[src/rtl/rv32_decode_stage.sv]
// RV32I decode and operand-fetch stage.
// S1 holds an instruction while its register-file read is in flight; S2 is the
// output register toward execute. Same-cycle writebacks are either forwarded
// into the captured operands or cause S1 to wait one cycle.
// Optional feature macro: WB_BYPASS_EN (writeback forwarding instead of hold).

module rv32_decode_stage #(
    parameter int unsigned XLEN = 32
) (
    input  logic            clk,
    input  logic            i_rst_n,
    input  logic            i_flush,

    input  logic            i_valid,
    output logic            o_ready,
    input  logic [31:0]     i_instr,
    input  logic [XLEN-1:0] i_pc,

    output logic [4:0]      o_rs_addr_1,
    output logic [4:0]      o_rs_addr_2,
    output logic            o_rf_renable,
    input  logic [XLEN-1:0] i_rs_val1,
    input  logic [XLEN-1:0] i_rs_val2,

    input  logic            i_wb_we,
    input  logic [4:0]      i_wb_rd,
    input  logic [XLEN-1:0] i_wb_val,

    output logic            o_valid,
    input  logic            i_ready,
    output logic [XLEN-1:0] o_pc,
    output logic [XLEN-1:0] o_rs1_val,
    output logic [XLEN-1:0] o_rs2_val,
    output logic [XLEN-1:0] o_imm,
    output logic [4:0]      o_rd,
    output logic [6:0]      o_opcode,
    output logic [2:0]      o_funct3,
    output logic            o_funct7b5,
    output logic            o_illegal
);

    localparam logic [6:0] OpImm    = 7'b0010011;
    localparam logic [6:0] OpLoad   = 7'b0000011;
    localparam logic [6:0] OpJalr   = 7'b1100111;
    localparam logic [6:0] OpStore  = 7'b0100011;
    localparam logic [6:0] OpBranch = 7'b1100011;
    localparam logic [6:0] OpLui    = 7'b0110111;
    localparam logic [6:0] OpAuipc  = 7'b0010111;
    localparam logic [6:0] OpJal    = 7'b1101111;
    localparam logic [6:0] OpReg    = 7'b0110011;
    localparam logic [6:0] OpFence  = 7'b0001111;
    localparam logic [6:0] OpSystem = 7'b1110011;

    logic            s1_valid_q, s1_valid_d;
    logic [31:0]     s1_instr_q;
    logic [XLEN-1:0] s1_pc_q;
    logic            o_valid_d;

    logic            accept;
    logic            s1_adv;
    logic            hold;
    logic [4:0]      s1_rs1;
    logic [4:0]      s1_rs2;
    logic [6:0]      s1_op;
    logic [XLEN-1:0] op1;
    logic [XLEN-1:0] op2;
    logic [31:0]     imm;
    logic            illegal;

    assign s1_rs1 = s1_instr_q[19:15];
    assign s1_rs2 = s1_instr_q[24:20];
    assign s1_op  = s1_instr_q[6:0];

    // Register-file addresses come straight from the offered instruction.
    assign o_rs_addr_1 = i_instr[19:15];
    assign o_rs_addr_2 = i_instr[24:20];

`ifdef WB_BYPASS_EN
    assign hold = 1'b0;
`else
    // Without forwarding, wait a cycle so the register file shows the new value.
    assign hold = i_wb_we && (i_wb_rd != 5'd0) &&
                  ((i_wb_rd == s1_rs1) || (i_wb_rd == s1_rs2));
    logic unused_wb_val;
    assign unused_wb_val = ^i_wb_val;
`endif

    assign s1_adv       = s1_valid_q && (!o_valid || i_ready) && !hold;
    assign o_ready      = !i_flush && (!s1_valid_q || s1_adv);
    assign accept       = i_valid && o_ready;
    assign o_rf_renable = accept;

    // Operand select: forward a matching writeback, and x0 always reads as zero.
    always_comb begin
        op1 = i_rs_val1;
        op2 = i_rs_val2;
`ifdef WB_BYPASS_EN
        if (i_wb_we && (i_wb_rd != 5'd0) && (i_wb_rd == s1_rs1)) op1 = i_wb_val;
        if (i_wb_we && (i_wb_rd != 5'd0) && (i_wb_rd == s1_rs2)) op2 = i_wb_val;
`endif
        if (s1_rs1 == 5'd0) op1 = '0;
        if (s1_rs2 == 5'd0) op2 = '0;
    end

    // Immediate extraction by instruction format.
    always_comb begin
        imm = '0;
        case (s1_op)
            OpImm, OpLoad, OpJalr:
                imm = {{20{s1_instr_q[31]}}, s1_instr_q[31:20]};
            OpStore:
                imm = {{20{s1_instr_q[31]}}, s1_instr_q[31:25], s1_instr_q[11:7]};
            OpBranch:
                imm = {{19{s1_instr_q[31]}}, s1_instr_q[31], s1_instr_q[7],
                       s1_instr_q[30:25], s1_instr_q[11:8], 1'b0};
            OpLui, OpAuipc:
                imm = {s1_instr_q[31:12], 12'b0};
            OpJal:
                imm = {{11{s1_instr_q[31]}}, s1_instr_q[31], s1_instr_q[19:12],
                       s1_instr_q[20], s1_instr_q[30:21], 1'b0};
            default:
                imm = '0;
        endcase
    end

    // Illegal-opcode flag; the instruction still flows to execute.
    always_comb begin
        illegal = 1'b1;
        case (s1_op)
            OpImm, OpLoad, OpJalr, OpStore, OpBranch, OpLui, OpAuipc, OpJal,
            OpReg, OpFence, OpSystem: illegal = 1'b0;
            default:                  illegal = 1'b1;
        endcase
        if (s1_instr_q[1:0] != 2'b11) illegal = 1'b1;
    end

    // Next-state of both valid bits; flush has the last word.
    always_comb begin
        s1_valid_d = s1_valid_q;
        if (s1_adv) s1_valid_d = 1'b0;
        if (accept) s1_valid_d = 1'b1;
        if (i_flush) s1_valid_d = 1'b0;

        o_valid_d = o_valid;
        if (o_valid && i_ready) o_valid_d = 1'b0;
        if (s1_adv) o_valid_d = 1'b1;
        if (i_flush) o_valid_d = 1'b0;
    end

    // S1: instruction whose register-file read is in flight.
    always_ff @(posedge clk or negedge i_rst_n) begin
        if (!i_rst_n) begin
            s1_valid_q <= 1'b0;
            s1_instr_q <= '0;
            s1_pc_q    <= '0;
        end else begin
            s1_valid_q <= s1_valid_d;
            if (accept) begin
                s1_instr_q <= i_instr;
                s1_pc_q    <= i_pc;
            end
        end
    end

    // S2: output register toward execute, loaded only on advance.
    always_ff @(posedge clk or negedge i_rst_n) begin
        if (!i_rst_n) begin
            o_valid    <= 1'b0;
            o_pc       <= '0;
            o_rs1_val  <= '0;
            o_rs2_val  <= '0;
            o_imm      <= '0;
            o_rd       <= '0;
            o_opcode   <= '0;
            o_funct3   <= '0;
            o_funct7b5 <= 1'b0;
            o_illegal  <= 1'b0;
        end else begin
            o_valid <= o_valid_d;
            if (s1_adv) begin
                o_pc       <= s1_pc_q;
                o_rs1_val  <= op1;
                o_rs2_val  <= op2;
                o_imm      <= imm;
                o_rd       <= s1_instr_q[11:7];
                o_opcode   <= s1_op;
                o_funct3   <= s1_instr_q[14:12];
                o_funct7b5 <= s1_instr_q[30];
                o_illegal  <= illegal;
            end
        end
    end

endmodule

[config.mk]
export PLATFORM = sky130hd
export DESIGN_NAME = rv32_decode_stage
export DESIGN_NICKNAME = d
export VERILOG_FILES = /design/src/rtl/rv32_decode_stage.sv
export SDC_FILE = /design/constraint.sdc
export NUM_CORES = 1
export LEC_CHECK = 0
export BUFFER_PORTS_ARGS = -buffer_cell sky130_fd_sc_hd__buf_2
export CAP_MARGIN = 20
export CORE_UTILIZATION = 54
export DETAILED_ROUTE_END_ITERATION = 12
export PLACE_DENSITY = 0.95
export SLEW_MARGIN = 20
export SYNTH_ARGS = -nofsm -noshare
export SYNTH_HDL_FRONTEND = slang
export SYNTH_SLANG_ARGS = --single-unit
[constraint.sdc]
create_clock -name clk -period 6.2 [get_ports clk]
set_input_delay 0.31 -clock clk [delete_from_list [all_inputs] [get_ports clk]]
set_output_delay 0.31 -clock clk [all_outputs]
set_load 0.03 [all_outputs]
==> results.yml <==
yosys:
  seq_area_frac_synth: 0.571
  avgSynthCellArea_um2: 12.9
  synth.top_cell.area_share: 0.571
  syn_inst: 716
  synth_area_mm2: 0.00926
  synth_ff_type: "dfrtp_1"
  synth_warnings: 0
  synth.top_cells.by_area: "dfrtp_1 (57%), mux2_2 (9.5%), mux2i_1 (9.0%)"
  yosys.area.top_type: "dfrtp_1"
  synth_edf_count: 0
  synth_cell_types: 39
  ys_seq_elements: 211
  synth_nets: 887
  async_flop_share: 1.00
die:
  core_mm2: 0.0166
  rows: 47
  start_util: 0.556
  die_w_um: 133
  io_pins: 329
  die_area_mm2: 0.0177
  die_y_um: 133
timing:
  finalCritPeriodShare: 0.498
  slew_headroom: 0.320
  setup_ws_ps: 3110
  hold_viol_final: 0
  skew_ps: 15.0
  rsz0062_at_grt: "false"
  finalSetupTns_ps: 0
  worstMarginPinSlew_ps: 1020
  drv_slew: 0
  period_minus_slack_ps: 3090
  setup_viol: 0
  fmax_mhz: 324
routing:
  drc: 0
  vias_per_cell: 5.23
  wl_met3_um: 1780
  first_pass_iters: 6
  route.vias.total: 6471
  wirelength_met1_um: 8690
  top_layer_used: "met5"
  wl_met2_um: 11400
  wire_per_inst_um: 18.5
  drt_iter0_drc: 255
  wl_um: 22900
  ant_nets: 0
layout:
  mostFrequentLayoutCell: "buf_2"
  num-nets-final: 1173
  mostFrequentLayoutCells: "buf_2 (295), dfrtp_1 (211), nand2_1 (91), inv_1 (88), mux2i_1 (83)"
  fin_cells: 1237
  area_delta_synth_final_pct: 25.0
  drive_gt1_frac: 0.469
critical_path:
  slowest_delay_ps: 820
  r2r_setup_slack_ps: 3110
  critical_path_class: "reg -> reg"
  critPathSlowestCell: "o211a_4"
  path_delay_family: "compound AO/OA/AOI/OAI gates"
  timing.rr.start: "s1_instr_q[24]$_DFFE_PN0P_"
  crit_path_start_kind: "flop"
  critPathRequiredTime_ps: 6580
  path_cells: "xor2_1, nor3_1, a22oi_2, o211a_4, buf_12, mux2_2"
  reg2reg_to: "o_pc[26]$_DFFE_PN0P_"
  crit_path_end_kind: "flop"
  crit_buf_inv: 1
  cp_max_fo: 57
  arrival_ps: 3460
  timing.reg2reg.worst_path_depth: 6
  crit_cells: 6
  endpoint: "o_pc[26]$_DFFE_PN0P_"
  cp-startpoint: "s1_instr_q[24]$_DFFE_PN0P_"
global_routing:
  grt_pass1_vias: 6868
  antenna_found_initial: 2
  grt_max_degree: 133
  overflow: 0
  track_usage: 0.257
  grt_pass1_wl_um: 35500
clock_network:
  post-cts-setup-buffers: 0
  postCtsResizedCells: 0
  clk_path_buf_depth: 3
  cts_made_buffers: 22
  cts.htree.levels: 1
  clk_pin_slew_ps: 60
  insertion_delay_ps: 500
  cts_tree: "yes"
  cts.sinks: 211
  cts-root-buf: "clkbuf_16"
flow_run:
  cap_violations: 0
placed_design:
  dp.cells: 1196
  dp_hpwl_um: 15000
  place.port_buffers: 296
  gp_congestion: 0.782
  dpl_worst_slack_ps: 3090
run_status:
  outcome: "finished, final reports clean"
worst_hold_path:
  min_path_type: "in -> reg"
power:
  powerDensity_mw_per_mm2: 430
  ir_drop_mv: 0.398
  p_leak_uw: 0.00606
per-layer routing:
| layer | up-vias | global-route usage |
|---|---|---|
| met1 | 3153 | 0.290 |
| li1 | 2922 | - |
| met4 | 2 | 0.119 |
| met3 | 89 | 0.0674 |
| met2 | 305 | 0.452 |
| met5 | - | 0 |
how the worst min path moves through the flow:
stage                                  to                     from  depth (start not counted)
3_5_place_dp      s1_pc_q[29]$_DFFE_PN0P_  s1_pc_q[29]$_DFFE_PN0P_                          1
4_1_cts        s1_instr_q[30]$_DFFE_PN0P_              i_instr[30]                          2
2_1_floorplan     o_funct3[0]$_DFFE_PN0P_                  i_rst_n                          0
5_1_grt        s1_instr_q[30]$_DFFE_PN0P_              i_instr[30]                          2
6_report        s1_instr_q[6]$_DFFE_PN0P_               i_instr[6]                          2
3_3_place_gp         o_pc[25]$_DFFE_PN0P_  s1_pc_q[25]$_DFFE_PN0P_                          1
sequential cells by signal, indices dropped and copies added, names as in the netlist, 3 cells and up:
signal and flops:
o_pc 32, s1_instr_q 32, o_rs2_val 32, o_imm 32, o_funct3 3, s1_pc_q 32
o_rs1_val 32, o_rd 5, o_opcode 7
Yosys cell counts (all sizes together) (2+ instances only):
library cell and instances:
mux2 127, nor2b 2, dfrtp 211, o32ai 2
mux2i 83, buf 32, nand2 92, nor2 9
nand2b 2, inv 88, a21oi 13, o21ai 6
or2 2, a22oi 2, a21boi 2, nor3 6
xor2 10, nand3b 2, a22o 4, clkbuf 9
kinds of logic (layout without fill, tap and decap cells):
| family | count (synthesis) | in the layout | share of synthesized area |
|---|---|---|---|
| and+or+nand+nor | 119 | 119 | 0.0539 |
| DFF | 211 | 211 | 0.571 |
| xor gates and xnor gates | 10 | 10 | 0.00946 |
| buffers and inverters | 129 | 429 | 0.0710 |
| other | 0 | 1 | 0 |
| muxes | 210 | 210 | 0.264 |
| AOI/OAI and AO/OA | 37 | 37 | 0.0310 |
timing repair:
item	in CTS	in global routing
endpoints found under the setup margin	0	0
hold endpoints to repair	1	11
hold buffers	1	1
per-stage QoR:
step | util | power, uW | hold WS (ps) | instance area [um2]
2_1_floorplan | - | 3060 | 14.4 | 9260
3_3_place_gp | 0.647 | 3500 | 480 | 10800
3_5_place_dp | 0.647 | 3570 | 488 | 10800
4_1_cts | 0.694 | 5010 | 14.2 | 11500
5_1_grt | 0.695 | 5170 | 18.9 | 11600
6_report | 0.695 | 4980 | 33.4 | 11600
final cells by class:
type / count / area, um2
sequential: 211 / 5280
fill: 1074 / 5070
multi-input combinational: 376 / 3340
timing repair buffer: 303 / 1560
clock buffer: 30 / 652
inverter: 88 / 330
tap: 220 / 275
clock inverter: 8 / 121
antenna: 1 / 2.50
where the power goes:
| group | internal (uW) | switching (uW) | leakage [uW] |
|---|---|---|---|
| combinational | 569 | 1030 | 0.00314 |
| clock | 860 | 543 | 0.000381 |
| sequential | 1740 | 234 | 0.00254 |
| total | 3170 | 1810 | 0.00606 |
(Power assumes the default switching activity.)
